File: config.mk
export PLATFORM = sky130hd
export DESIGN_NAME = alu_seq_flat
export DESIGN_NICKNAME = d
export VERILOG_FILES = /design/src/rtl/alu_seq_if.sv /design/src/rtl/alu_seq.sv /design/src/flat_wrapper.sv
export SDC_FILE = /design/constraint.sdc
export NUM_CORES = 1
export LEC_CHECK = 0
export CORE_UTILIZATION = 60
export DETAILED_ROUTE_END_ITERATION = 6
export DONT_BUFFER_PORTS = 1
export GPL_TIMING_DRIVEN = 0
export PLACE_DENSITY = 0.76
export SETUP_SLACK_MARGIN = 0.5
export SLEW_MARGIN = 25
export SYNTH_ARGS = -nofsm -noshare
export SYNTH_HDL_FRONTEND = slang
export SYNTH_SLANG_ARGS = --single-unit
File: constraint.sdc
create_clock -name clk -period 7.4 [get_ports clk]
set_input_delay 1.85 -clock clk [delete_from_list [all_inputs] [get_ports clk]]
set_output_delay 1.85 -clock clk [all_outputs]
set_load 0.02 [all_outputs]
File: src/rtl/alu_seq_if.sv
// ============================================================================
// Module   : alu_seq_if
// Purpose  : Operand/result bundle between the control unit and alu_seq.
// Revision : 1.0 - initial release
// ============================================================================
`default_nettype none

interface alu_seq_if #(
   parameter int WIDTH = 8
);
   logic             start;
   logic [3:0]       opcode;
   logic [WIDTH-1:0] WREG;
   logic [WIDTH-1:0] p;
   logic             busy;
   logic             done;
   logic [WIDTH-1:0] res;
   logic [WIDTH-1:0] res_hi;
   logic [4:0]       status;

   modport master (
      output start, opcode, WREG, p,
      input  busy, done, res, res_hi, status
   );

   modport slave (
      input  start, opcode, WREG, p,
      output busy, done, res, res_hi, status
   );
endinterface

`default_nettype wire

File: src/rtl/alu_seq.sv
// ============================================================================
// Module   : alu_seq
// Purpose  : Sequential ALU: 13 single-cycle ops plus iterative unsigned
//            multiply / divide / modulo behind a start/done handshake.
// Revision : 1.0 - initial release
// ============================================================================
`default_nettype none

module alu_seq #(
   parameter int WIDTH = 8
) (
   input  wire logic    clk,
   input  wire logic    rst_n,
   alu_seq_if.slave     bus
);
   localparam int SHW = $clog2(WIDTH);

   localparam logic [3:0] c_OP_ZEROW = 4'd0;
   localparam logic [3:0] c_OP_BNOTW = 4'd1;
   localparam logic [3:0] c_OP_NEGTW = 4'd2;
   localparam logic [3:0] c_OP_INCRW = 4'd3;
   localparam logic [3:0] c_OP_DECRW = 4'd4;
   localparam logic [3:0] c_OP_ANDWP = 4'd5;
   localparam logic [3:0] c_OP_IORWP = 4'd6;
   localparam logic [3:0] c_OP_XORWP = 4'd7;
   localparam logic [3:0] c_OP_ADDWP = 4'd8;
   localparam logic [3:0] c_OP_SUBWP = 4'd9;
   localparam logic [3:0] c_OP_CMPWP = 4'd10;
   localparam logic [3:0] c_OP_SHFLW = 4'd11;
   localparam logic [3:0] c_OP_SHFRW = 4'd12;
   localparam logic [3:0] c_OP_MULWP = 4'd13;
   localparam logic [3:0] c_OP_DIVWP = 4'd14;
   localparam logic [3:0] c_OP_MODWP = 4'd15;

   localparam logic [0:0] c_S_IDLE = 1'b0;
   localparam logic [0:0] c_S_ITER = 1'b1;

   localparam logic [WIDTH-1:0] c_ONE      = WIDTH'(1);
   localparam logic [WIDTH-1:0] c_MSB_ONLY = {1'b1, {(WIDTH-1){1'b0}}};
   localparam logic [SHW-1:0]   c_LAST     = SHW'(WIDTH-1);

   logic [0:0]       r_state;
   logic [SHW-1:0]   r_cnt;
   logic [3:0]       r_opc;
   logic [WIDTH-1:0] r_opnd;
   logic [WIDTH-1:0] r_hi;
   logic [WIDTH-1:0] r_lo;
   logic             r_done;
   logic [WIDTH-1:0] r_res;
   logic [WIDTH-1:0] r_res_hi;
   logic [4:0]       r_status;

   logic [WIDTH:0]   w_add;
   logic [WIDTH:0]   w_sub;
   logic [WIDTH-1:0] w_neg;
   logic [WIDTH-1:0] w_res;
   logic [WIDTH-1:0] w_res_hi;
   logic             w_c;
   logic             w_v;
   logic             w_dz;
   logic             w_iter;
   logic             w_mul_acc;

   logic [WIDTH:0]   w_madd;
   logic [WIDTH:0]   w_dshift;
   logic             w_dge;
   logic [WIDTH-1:0] w_nhi;
   logic [WIDTH-1:0] w_nlo;
   logic [WIDTH-1:0] w_fres;
   logic [WIDTH-1:0] w_fhi;
   logic             w_fc;

   // ---------------------------------------------------------------------
   // Single-cycle datapath, evaluated directly on the bus operands
   // ---------------------------------------------------------------------
   assign w_add = {1'b0, bus.WREG} + {1'b0, bus.p};
   assign w_sub = {1'b0, bus.WREG} - {1'b0, bus.p};
   assign w_neg = {WIDTH{1'b0}} - bus.WREG;

   always_comb begin
      w_res    = '0;
      w_res_hi = '0;
      w_c      = 1'b0;
      w_v      = 1'b0;
      w_dz     = 1'b0;
      case (bus.opcode)
         c_OP_ZEROW: w_res = '0;
         c_OP_BNOTW: w_res = ~bus.WREG;
         c_OP_NEGTW: begin
            w_res = w_neg;
            w_v   = (bus.WREG == c_MSB_ONLY);
         end
         c_OP_INCRW: w_res = bus.WREG + c_ONE;
         c_OP_DECRW: w_res = bus.WREG - c_ONE;
         c_OP_ANDWP: w_res = bus.WREG & bus.p;
         c_OP_IORWP: w_res = bus.WREG | bus.p;
         c_OP_XORWP: w_res = bus.WREG ^ bus.p;
         c_OP_ADDWP: begin
            w_res = w_add[WIDTH-1:0];
            w_c   = w_add[WIDTH];
            w_v   = (bus.WREG[WIDTH-1] == bus.p[WIDTH-1]) &&
                    (w_add[WIDTH-1] != bus.WREG[WIDTH-1]);
         end
         c_OP_SUBWP: begin
            w_res = w_sub[WIDTH-1:0];
            w_c   = w_sub[WIDTH];
            w_v   = (bus.WREG[WIDTH-1] != bus.p[WIDTH-1]) &&
                    (w_sub[WIDTH-1] != bus.WREG[WIDTH-1]);
         end
         c_OP_CMPWP: begin
            if (bus.WREG < bus.p)
               w_res = '1;
            else if (bus.WREG > bus.p)
               w_res = c_ONE;
         end
         c_OP_SHFLW: w_res = bus.WREG << bus.p[SHW-1:0];
         c_OP_SHFRW: w_res = bus.WREG >> bus.p[SHW-1:0];
         // Only reached with p==0; non-zero divisors take the iterative path
         c_OP_DIVWP: begin
            w_res    = '1;
            w_res_hi = bus.WREG;
            w_dz     = 1'b1;
         end
         c_OP_MODWP: begin
            w_res    = bus.WREG;
            w_res_hi = '1;
            w_dz     = 1'b1;
         end
         default: w_res = '0;
      endcase
   end

   assign w_mul_acc = (bus.opcode == c_OP_MULWP);
   assign w_iter    = w_mul_acc ||
                      (((bus.opcode == c_OP_DIVWP) || (bus.opcode == c_OP_MODWP)) &&
                       (bus.p != '0));

   // ---------------------------------------------------------------------
   // Iterative step. r_hi/r_lo hold {partial product, multiplier} for MUL
   // and {remainder, dividend/quotient} for DIV/MOD; r_opnd is the
   // multiplicand or divisor.
   // ---------------------------------------------------------------------
   assign w_madd   = {1'b0, r_hi} + (r_lo[0] ? {1'b0, r_opnd} : {(WIDTH+1){1'b0}});
   assign w_dshift = {r_hi, r_lo[WIDTH-1]};
   assign w_dge    = (w_dshift >= {1'b0, r_opnd});

   always_comb begin
      w_nhi = '0;
      w_nlo = '0;
      if (r_opc == c_OP_MULWP) begin
         w_nhi = w_madd[WIDTH:1];
         w_nlo = {w_madd[0], r_lo[WIDTH-1:1]};
      end else begin
         w_nlo = {r_lo[WIDTH-2:0], w_dge};
         w_nhi = w_dge ? WIDTH'(w_dshift - {1'b0, r_opnd}) : w_dshift[WIDTH-1:0];
      end
   end

   assign w_fres = (r_opc == c_OP_MODWP) ? w_nhi : w_nlo;
   assign w_fhi  = (r_opc == c_OP_MODWP) ? w_nlo : w_nhi;
   assign w_fc   = (r_opc == c_OP_MULWP) && (|w_nhi);

   // ---------------------------------------------------------------------
   // Control and result registers
   // ---------------------------------------------------------------------
   always_ff @(posedge clk) begin
      if (!rst_n) begin
         r_state  <= c_S_IDLE;
         r_cnt    <= '0;
         r_opc    <= '0;
         r_opnd   <= '0;
         r_hi     <= '0;
         r_lo     <= '0;
         r_done   <= 1'b0;
         r_res    <= '0;
         r_res_hi <= '0;
         r_status <= '0;
      end else begin
         r_done <= 1'b0;
         case (r_state)
            c_S_IDLE: begin
               if (bus.start) begin
                  if (w_iter) begin
                     r_state <= c_S_ITER;
                     r_cnt   <= '0;
                     r_opc   <= bus.opcode;
                     r_hi    <= '0;
                     r_opnd  <= w_mul_acc ? bus.WREG : bus.p;
                     r_lo    <= w_mul_acc ? bus.p    : bus.WREG;
                  end else begin
                     r_res    <= w_res;
                     r_res_hi <= w_res_hi;
                     r_status <= {w_dz, w_v, w_c, w_res[WIDTH-1], (w_res == '0)};
                     r_done   <= 1'b1;
                  end
               end
            end
            c_S_ITER: begin
               r_cnt <= r_cnt + 1'b1;
               r_hi  <= w_nhi;
               r_lo  <= w_nlo;
               if (r_cnt == c_LAST) begin
                  r_state  <= c_S_IDLE;
                  r_res    <= w_fres;
                  r_res_hi <= w_fhi;
                  r_status <= {1'b0, 1'b0, w_fc, w_fres[WIDTH-1], (w_fres == '0)};
                  r_done   <= 1'b1;
               end
            end
            default: r_state <= c_S_IDLE;
         endcase
      end
   end

   assign bus.busy   = (r_state == c_S_ITER);
   assign bus.done   = r_done;
   assign bus.res    = r_res;
   assign bus.res_hi = r_res_hi;
   assign bus.status = r_status;

endmodule

`default_nettype wire

File: src/flat_wrapper.sv
// flat-port wrapper written by rule: the top's interface ports become plain ports
module alu_seq_flat 
#(
   parameter int WIDTH = 8
)
  (clk, rst_n, bus_start, bus_opcode, bus_WREG, bus_p, bus_busy, bus_done, bus_res, bus_res_hi, bus_status);
  alu_seq_if #(.WIDTH(WIDTH)) bus_i ();
  input  wire logic clk;
  input  wire logic rst_n;
  input wire logic [$bits(bus_i.start)-1:0] bus_start;
  input wire logic [$bits(bus_i.opcode)-1:0] bus_opcode;
  input wire logic [$bits(bus_i.WREG)-1:0] bus_WREG;
  input wire logic [$bits(bus_i.p)-1:0] bus_p;
  output wire logic [$bits(bus_i.busy)-1:0] bus_busy;
  output wire logic [$bits(bus_i.done)-1:0] bus_done;
  output wire logic [$bits(bus_i.res)-1:0] bus_res;
  output wire logic [$bits(bus_i.res_hi)-1:0] bus_res_hi;
  output wire logic [$bits(bus_i.status)-1:0] bus_status;
  assign bus_i.start = bus_start;
  assign bus_i.opcode = bus_opcode;
  assign bus_i.WREG = bus_WREG;
  assign bus_i.p = bus_p;
  assign bus_busy = bus_i.busy;
  assign bus_done = bus_i.done;
  assign bus_res = bus_i.res;
  assign bus_res_hi = bus_i.res_hi;
  assign bus_status = bus_i.status;
  alu_seq #(.WIDTH(WIDTH)) u_core (.clk(clk), .rst_n(rst_n), .bus(bus_i));
endmodule
==> key figures, run 1 <==
Outcome
  • Status: complete, no violations

Power
  • Cell Pwr Density: between 100 and 150 nW/um2
  • VDD IR max: between 0.09 and 0.1 mV
  • Static leakage power: 2.55 nW

STA
  • Slew margin rel.: 32.7%
  • Final period utilization: 74.5%
  • Final worst setup slack: 1.89 ns
  • RSZ-0062 raised after global routing: no
  • Hold Vio Cnt, Final: 0
  • Clock Skews: 0.0136 ns
  • TNS Setup: 0 ns
  • Fmax: 181 MHz
  • Max Slew Vio Count: 0
  • Slew @ Worst Pin: 0.995 ns
  • Final Critical Period: approximately 5.5 ns
  • Setup violations, final: 0

Cells and area
  • Area growth syn-to-layout: 4.41%
  • Design area: 6480 um2
  • # nets final: 927
  • Final non-filler cell total: 987
  • # diodes: 0
  • Final Util: 65.4%
  • Layout cells sized above 1: 7.26%

Routing
  • DRC viols: 0
  • WL met2: 9860 um
  • DR vias/cell: 7.22
  • Initial DRC count: ~1.0k
  • Final wirelength: 24200 um
  • Via count: between 7k and 8k
  • Top sig layer: met4
  • Drt wl/cell: 24.5 um
  • First-pass iteration count of the detailed router: 7
  • Post-detailed-route count of antenna-violating nets: 0
  • Routed metal-1 wirelength: 9400 um
  • Met3 WL post-DR: 4040 um

Hold path
  • Hold Crit Start: u_core.r_opc[3]
  • Worst hold path class: reg2reg

Place
  • Port Buffers: 0
  • Post-placement cell area: 6390 um2
  • RD Place Congestion: 1.03
  • DP HPWL: roughly 19000 um
  • Setup WS pre-CTS: approximately 1.8 ns
  • Dpl cells: 979

Yosys
  • Post-synth EDFFs: 0
  • Synth Flop Type: dfxtp_1
  • Syn Area/Cell: about 7.3 um2
  • Leading area contributor after synthesis: dfxtp_1
  • Cells after Synth: about 850
  • Area of the mapped netlist: 6210 um2
  • Distinct cells, synth: between 80 and 90
  • Seq cells post-synth: between 50 and 60
  • Syn_nets: 920
  • Leading post-synthesis cells by cell area: dfxtp_1, ha_1, nor2_1, o21ai_0, nand2_1
  • Register area share after synthesis: 17.1%
  • Area share of the largest cell type after synthesis: 17.1%
  • Count of yosys warnings during synthesis: 0
  • Asr flop ratio synth: 0%

CTS
  • Worst-Skew Late Latency: 0.32 ns
  • CTS H-tree lvls: 2
  • # clock sinks: 53
  • Resize count post-CTS: 0
  • Worst-path clk slew: 0.11 ns
  • Clk buf depth: 2
  • Total CTS buffers: 5
  • Hold buffers post-CTS: 0
  • CTS tree: yes
  • Clock Tree Root: clkbuf_8
  • Postcts setup bufs: 0

Worst setup path
  • CP Launch Type: input port
  • Worst r2r src: u_core.r_lo[0]
  • Peak fanout along the critical path: 10
  • Worst setup EP type: flop
  • Family with the most delay on the worst path: simple AND/OR/NAND/NOR gates
  • CP peak stage delay: roughly 0.70 ns
  • Critical Path, Cell by Cell: clkbuf_1 > inv_1 > ha_1 > fa_1 > o21bai_1 > a21oi_1 > a221o_1 > nand2_1 > nor4b_1 > nand4_1 > or3_1 > o31a_1 > o21ai_2
  • Buffers plus inverters on the worst setup path: 2
  • Crit path kind: in2reg
  • Worst path required time: 7.67 ns
  • CP startpoint: bus_WREG[0]
  • Critical path arrival: 5.78 ns
  • Critical Path Slowest Stage Cell: nor4b_1

Global routing
  • Largest net degree at the start of global routing: 19
  • Initial antenna violation count: 0
  • Number of global-route vias before repair: 6667
  • First-pass GRT wire length: 38000 um
  • Grt ovf: 0
  • Tot GR Track Use: 44.9%

Die
  • # rows: 36
  • # IOs: 46
  • Initial Util: 62.7%
  • Die area: 10800 um2
  • Core area: a little under 10000 um2
  • Die Y: around 100 um
  • Die W: 104 um

Job
  • Max-Cap Viols: 0
==> per-layer routing <==
metal | track usage [%] | up-vias
met5 | 0 | -
met4 | 14.3 | 0
met3 | 16.8 | 93
met2 | 64.6 | 611
met1 | 61.8 | 3298
li1 | - | 3128
==> cell usage after synthesis, drive strengths merged (6+ instances only) <==
master / instances
a211oi: 13
a21o: 7
a21oi: 53
a221oi: 7
a222oi: 9
a22oi: 19
a31oi: 13
and2: 12
and3: 10
buf: 25
clkbuf: 39
dfxtp: 53
ha: 47
inv: 41
mux2: 9
mux2i: 28
nand2: 82
nand2b: 9
nand3: 17
nand4: 11
nor2: 91
nor2b: 10
nor3: 27
nor4: 11
o211ai: 13
o21a: 9
o21ai: 69
o21bai: 6
xnor2: 18
xor2: 6
==> final timing paths <==
path / depth (start not counted) / slack, ns / endpoint
max: 13 / 1.89 / u_core.bus.status[0]
min: 2 / 0.51 / u_core.r_opc[3]
max reg2reg: 13 / 3.76 / u_core.bus.status[2]
min reg2reg: 2 / 0.51 / u_core.r_opc[3]
==> area by class of cell <==
| class | count | area (um2) |
|---|---|---|
| multi-input cells | 688 | 4720 |
| inverters | 41 | 154 |
| flip-flops and latches | 53 | 1060 |
| clock buffers | 5 | 68.8 |
| well taps | 133 | 166 |
| fillers | 866 | 3430 |
| clock inverters | 3 | 26.3 |
| plain buffers | 64 | 283 |
==> registers in the layout, indices dropped and copies added, names as in the netlist <==
signal and count:
u_core.r_cnt 3, u_core.bus.res 7, u_core.r_lo 8, u_core.r_opnd 8
u_core.r_hi 8, u_core.bus.busy 1, u_core.r_opc 4, u_core.bus.res_hi 8
u_core.bus.done 1, u_core.bus.status 5
==> layout by cell type (no fill, tap or decap), types with 13 or more instances in the layout <==
cell type | Yosys | final
nor2_1 | 90 | 90
nand2_1 | 81 | 81
o21ai_0 | 63 | 63
a21oi_1 | 53 | 53
dfxtp_1 | 53 | 53
ha_1 | 47 | 47
inv_1 | 40 | 40
clkbuf_1 | 39 | 39
mux2i_1 | 28 | 28
nor3_1 | 26 | 26
buf_2 | 19 | 19
a22oi_1 | 19 | 19
xnor2_1 | 18 | 18
nand3_1 | 16 | 16
o211ai_1 | 13 | 13
a31oi_1 | 13 | 13
a211oi_1 | 13 | 13
==> power by group <==
part / switching, mW / internal (mW) / total [mW]
Sequential: 0.0217 / 0.299 / 0.321
Combinational: 0.256 / 0.139 / 0.394
Clock: 0.111 / 0.0692 / 0.180
Total: 0.388 / 0.507 / 0.895
==> kinds of logic (layout without fill, tap and decap cells) <==
group                      Yosys count  in the layout  share of synthesized area (%)
muxes                               42             42                           7.96
adders and majority gates           51             51                           10.8
buffers and inverters              105            113                           7.03
xor gates and xnor gates            24             24                           3.39
and+or+nand+nor                    309            309                           24.9
DFF                                 53             53                           17.1
AOI/OAI and AO/OA                  262            262                           28.8
==> through the flow <==
step	hold slack, ns	power [mW]
floorplan	0.456	0.595
global placement	0.471	0.687
detailed placement	0.495	0.698
CTS	0.516	0.871
global route	0.565	0.928
finish	0.514	0.895
==> tightest hold or removal path, delay by kind of cell (launching register included) <==
family,cells,cell delay (ns)
flip-flops,1,0.33
AND/OR/NAND/NOR,2,0.14
(Power assumes the default switching activity.)
==> run 2, diff against run 1 <==
==> constraint.sdc (replaced) <==
create_clock -name clk -period 5.5 [get_ports clk]
set_input_delay 1.375 -clock clk [delete_from_list [all_inputs] [get_ports clk]]
set_output_delay 1.375 -clock clk [all_outputs]
set_load 0.02 [all_outputs]
==> key figures, run 2 (synthesis gave the netlist of run 1 again) <==
CTS
  • Clk buf depth: 2
  • # clock sinks: 53
  • Total CTS buffers: 5
  • Postcts setup bufs: 0
  • Clock Tree Root: clkbuf_8
  • CTS H-tree lvls: 2
  • Worst-path clk slew: 0.11 ns
  • CTS tree: yes
  • Worst-Skew Late Latency: 0.32 ns

Power
  • Cell Pwr Density: 186 nW/um2
  • Static leakage power: 2.55 nW
  • VDD IR max: between 0.1 and 0.15 mV
  • Pwr Total: ~1.2 mW

Cells and area
  • Final Util: 65.5%
  • # diodes: 0
  • Layout cells sized above 1: ~7.4%
  • Most common cell after layout, fill and taps aside: nor2_1
  • Design area: 6490 um2
  • Fillers: 865
  • # nets final: approximately 930
  • Most frequent cells in the layout: nor2_1, nand2_1, o21ai_0, a21oi_1, dfxtp_1
  • Area growth syn-to-layout: 4.51%

Place
  • DP HPWL: around 19000 um
  • Port Buffers: 0
  • RD Place Congestion: 1.03
  • Post-placement cell area: about 6400 um2

Worst setup path
  • Critical path arrival: 5.14 ns
  • Worst setup EP type: flop
  • End of the critical path: u_core.bus.status[0]
  • Worst R2R Path Depth: 13
  • CP peak stage delay: 0.67 ns
  • Critical path depth: 12
  • CP startpoint: bus_WREG[1]
  • Peak fanout along the critical path: 10
  • Family with the most delay on the worst path: compound AO/OA/AOI/OAI gates
  • Critical Path Slowest Stage Cell: or4b_1
  • Worst reg2reg path endpoint: u_core.bus.status[2]
  • Worst path required time: around 5.8 ns
  • Crit path kind: in2reg
  • Worst r2r src: u_core.r_lo[0]
  • FF-to-FF setup slack: 1.86 ns
  • Critical Path, Cell by Cell: clkbuf_1 > inv_1 > ha_1 > o21bai_2 > a221oi_2 > a2bb2oi_4 > a2111oi_4 > o21bai_1 > or4b_1 > or3_1 > o31a_1 > o21ai_2
  • Buffers plus inverters on the worst setup path: 2
  • CP Launch Type: input port

Global routing
  • Number of global-route vias before repair: 6667
  • Initial antenna violation count: 0
  • Largest net degree at the start of global routing: 19
  • First-pass GRT wire length: between 30000 and 40000 um
  • Tot GR Track Use: 44.9%
  • Grt ovf: 0

Die
  • # IOs: 46
  • # rows: 36
  • Die Y: 104 um
  • Die area: 10800 um2
  • Die W: 104 um
  • Initial Util: 62.7%
  • Core area: 9910 um2

Job
  • Max-Cap Viols: 0

Routing
  • DRC viols: 3
  • Drt wl/cell: 24.5 um
  • Final wirelength: 24200 um
  • Initial DRC count: 1080
  • Post-detailed-route count of antenna-violating nets: 0
  • DR vias/cell: approximately 7.2
  • Via count: 7142
  • First-pass iteration count of the detailed router: 7

STA
  • Max Slew Vio Count: 0
  • Clock Skews: 0.0131 ns
  • TNS Setup: 0 ns
  • Setup violations, final: 0
  • WHS: 0.519 ns
  • Slew @ Worst Pin: 1.05 ns
  • Final period utilization: 88.6%
  • Slew margin rel.: 29.2%
  • Fmax: 205 MHz
  • Final Critical Period: 4.87 ns
  • Hold Vio Cnt, Final: 0
  • RSZ-0062 raised after global routing: no

Outcome
  • Failing checks: DRC
  • Status: finished, violations left

Hold path
  • Worst hold path class: reg2reg
-- run 2: how the worst min path moves through the flow --
| stage | start | end | cells past startpoint |
|---|---|---|---|
| finish | u_core.r_opc[3] | u_core.r_opc[3] | 2 |
| global route | u_core.r_opc[3] | u_core.r_opc[3] | 2 |
| CTS | u_core.r_opc[3] | u_core.r_opc[3] | 2 |
| detailed placement | u_core.r_opc[3] | u_core.r_opc[3] | 2 |
| global placement | u_core.r_opc[3] | u_core.r_opc[3] | 2 |
| floorplan | u_core.r_opc[2] | u_core.r_opc[2] | 2 |
-- run 2: metal layers --
layer	part of all wire, %	global-route usage [%]
met1	39	61.8
met2	41	64.6
met3	17	16.8
met4	3.5	14.3
met5	0	0
-- run 2: layout make-up --
cell class | count | area, um2 | share of cell area, %
inverters | 41 | 154 | 2.37
flip-flops and latches | 53 | 1060 | 16.3
clock inverters | 3 | 26.3 | 0.405
well taps | 133 | 166 | 2.56
clock buffers | 5 | 68.8 | 1.06
multi-input cells | 688 | 4730 | 72.9
plain buffers | 64 | 283 | 4.36
-- run 2: through the flow --
step                      worst slack, ns  instances
after global placement              0.379        979
after detailed placement            0.360        979
after global routing                0.548        987
final                               0.627        987
after floorplan                      1.16        846
after CTS                           0.690        987
-- run 2: timing repair --
item,CTS,global route
gates resized for setup,0,1
setup endpoints to repair,0,1
hold buffers,0,0
-- run 2: power breakdown --
part           leakage [nW]  switching [mW]  internal [mW]
Combinational          2.07           0.345          0.187
Clock                0.0423           0.149         0.0931
Sequential            0.431          0.0291          0.403
Total                  2.55           0.524          0.683
-- run 2: worst min-delay path, stage by stage (launching register included) --
cell,delay (ns)
dfxtp_1,0.36
nor2_1,0.06
nor2_1,0.08
==> run 3, diff against run 2 <==
--- a/config.mk
+++ b/config.mk
@@ -5,11 +5,13 @@
 export SDC_FILE = /design/constraint.sdc
 export NUM_CORES = 1
 export LEC_CHECK = 0
+export ABC_CLOCK_PERIOD_IN_PS = 5500
+export CAP_MARGIN = 10
 export CORE_UTILIZATION = 60
 export DETAILED_ROUTE_END_ITERATION = 6
 export DONT_BUFFER_PORTS = 1
 export GPL_TIMING_DRIVEN = 0
-export PLACE_DENSITY = 0.76
+export PLACE_DENSITY = 0.87
 export SETUP_SLACK_MARGIN = 0.5
 export SLEW_MARGIN = 25
 export SYNTH_ARGS = -nofsm -noshare
==> key figures, run 3 (synthesis gave the netlist of run 1 again) <==
Global routing
  • First-pass GRT wire length: 36500 um
  • Number of global-route vias before repair: between 6k and 7k
  • Tot GR Track Use: 43.5%
  • Initial antenna violation count: 0
  • Largest net degree at the start of global routing: 17
  • Grt ovf: 0

Cells and area
  • Fillers: 912
  • # diodes: 0
  • # nets final: slightly above 900
  • Most frequent cells in the layout: nor2_1, nand2_1, o21ai_0, a21oi_1, dfxtp_1
  • Final Util: 65.6%
  • Most common cell after layout, fill and taps aside: nor2_1
  • Area growth syn-to-layout: 4.61%
  • Layout cells sized above 1: 7.15%

CTS
  • Clock Tree Root: clkbuf_8
  • Clk buf depth: 2
  • # clock sinks: 53
  • Resize count post-CTS: 0
  • CTS H-tree lvls: 2
  • CTS tree: yes
  • Worst-path clk slew: 0.11 ns
  • Postcts setup bufs: 0
  • Hold buffers post-CTS: 0
  • Total CTS buffers: 5
  • Worst-Skew Late Latency: about 0.32 ns

Power
  • Cell Pwr Density: ~190 nW/um2
  • Static leakage power: 2.56 nW
  • VDD IR max: 0.143 mV

Routing
  • Post-detailed-route count of antenna-violating nets: 0
  • Final wirelength: 23500 um
  • Via count: 7075
  • Initial DRC count: between 1k and 1.5k
  • DRC viols: 7
  • Drt wl/cell: 23.9 um
  • DR vias/cell: a little over 7
  • First-pass iteration count of the detailed router: 7

STA
  • TNS Setup: 0 ns
  • RSZ-0062 raised after global routing: no
  • Final period utilization: 86.3%
  • Clock Skews: 0.0193 ns
  • Setup violations, final: 0
  • Fmax: around 210 MHz
  • Max Slew Vio Count: 0
  • Hold Vio Cnt, Final: 0
  • Slew margin rel.: 40.9%
  • Final Critical Period: 4.75 ns
  • Slew @ Worst Pin: 0.874 ns

Worst setup path
  • Worst setup EP type: flop
  • Critical Path, Cell by Cell: clkbuf_1 > buf_2 > inv_1 > ha_1 > nor3_4 > a221oi_2 > a2bb2oi_4 > a2111oi_4 > o21bai_1 > or4b_1 > or3_1 > o31a_1 > o21ai_2
  • Crit path kind: in2reg
  • Critical Path Slowest Stage Cell: or4b_1
  • Worst path required time: a little under 6 ns
  • CP peak stage delay: between 0.6 and 0.7 ns
  • Family with the most delay on the worst path: simple AND/OR/NAND/NOR gates
  • Buffers plus inverters on the worst setup path: 3
  • CP Launch Type: input port
  • Critical path arrival: around 5 ns
  • FF-to-FF setup slack: 2.07 ns
  • Peak fanout along the critical path: 10

Die
  • # rows: 36
  • Die area: roughly 11000 um2
  • Die Y: 104 um
  • Initial Util: a little over three fifths
  • Die W: ~100 um
  • Core area: 9910 um2
  • # IOs: 46

Outcome
  • Failing checks: DRC
  • Status: finished, violations left

Place
  • RD Place Congestion: about 1.1
  • Port Buffers: 0
  • DP HPWL: 18200 um

Hold path
  • Worst hold path class: reg2reg

Job
  • Max-Cap Viols: 0
==> run 3: cell types whose count changed in the layout (fill, tap and decap cells not counted), sizes merged <==
cell	before	now
clkinvlp	2	0
bufinv	0	1
==> run 3: report_power, final <==
part | switching [mW] | internal, mW
combinational | 0.334 | 0.187
sequential | 0.0302 | 0.403
clock | 0.140 | 0.135
total | 0.504 | 0.725
==> run 3: final cells by class <==
class	instances	area, um2	area share (%)
Buffer	64	283	4.35
Tap cell	133	166	2.56
Clock inverter	2	38.8	0.597
Sequential cell	53	1060	16.3
Clock buffer	5	68.8	1.06
Multi-Input combinational cell	688	4720	72.7
Inverter	41	154	2.37
==> run 3: path summary, 6_finish.rpt <==
check / start / end / cells past startpoint
max: bus_WREG[2] / u_core.bus.status[0] / 13
max reg2reg: u_core.r_lo[0] / u_core.bus.status[2] / 12
min: u_core.r_opc[3] / u_core.r_opc[3] / 2
min reg2reg: u_core.r_opc[3] / u_core.r_opc[3] / 2
==> run 3: worst min-delay path, cell delays in order (launching register included) <==
cell,delay (ns)
dfxtp_1,0.35
nor2_1,0.05
nor2_1,0.07
==> run 3: stage by stage <==
stage               hold slack (ns)  cells  power, mW  instance area (um2)  setup slack [ns]
floorplan                     0.456    846      0.801                 6210              1.16
global placement              0.465    979      0.931                 6380             0.476
detailed placement            0.477    979      0.934                 6380             0.534
CTS                           0.500    986       1.20                 6490             0.853
global route                  0.561    986       1.27                 6500             0.639
finish                        0.499    986       1.23                 6500             0.754
==> run 3: metal layers <==
layer  wire length [um]  global-route usage, %  vias up
met5                  0                      0        -
met4                888                   14.4        0
met3               3550                   15.0       75
met2               9510                   62.1      545
met1               9580                   60.6     3330
li1                   -                      -     3125
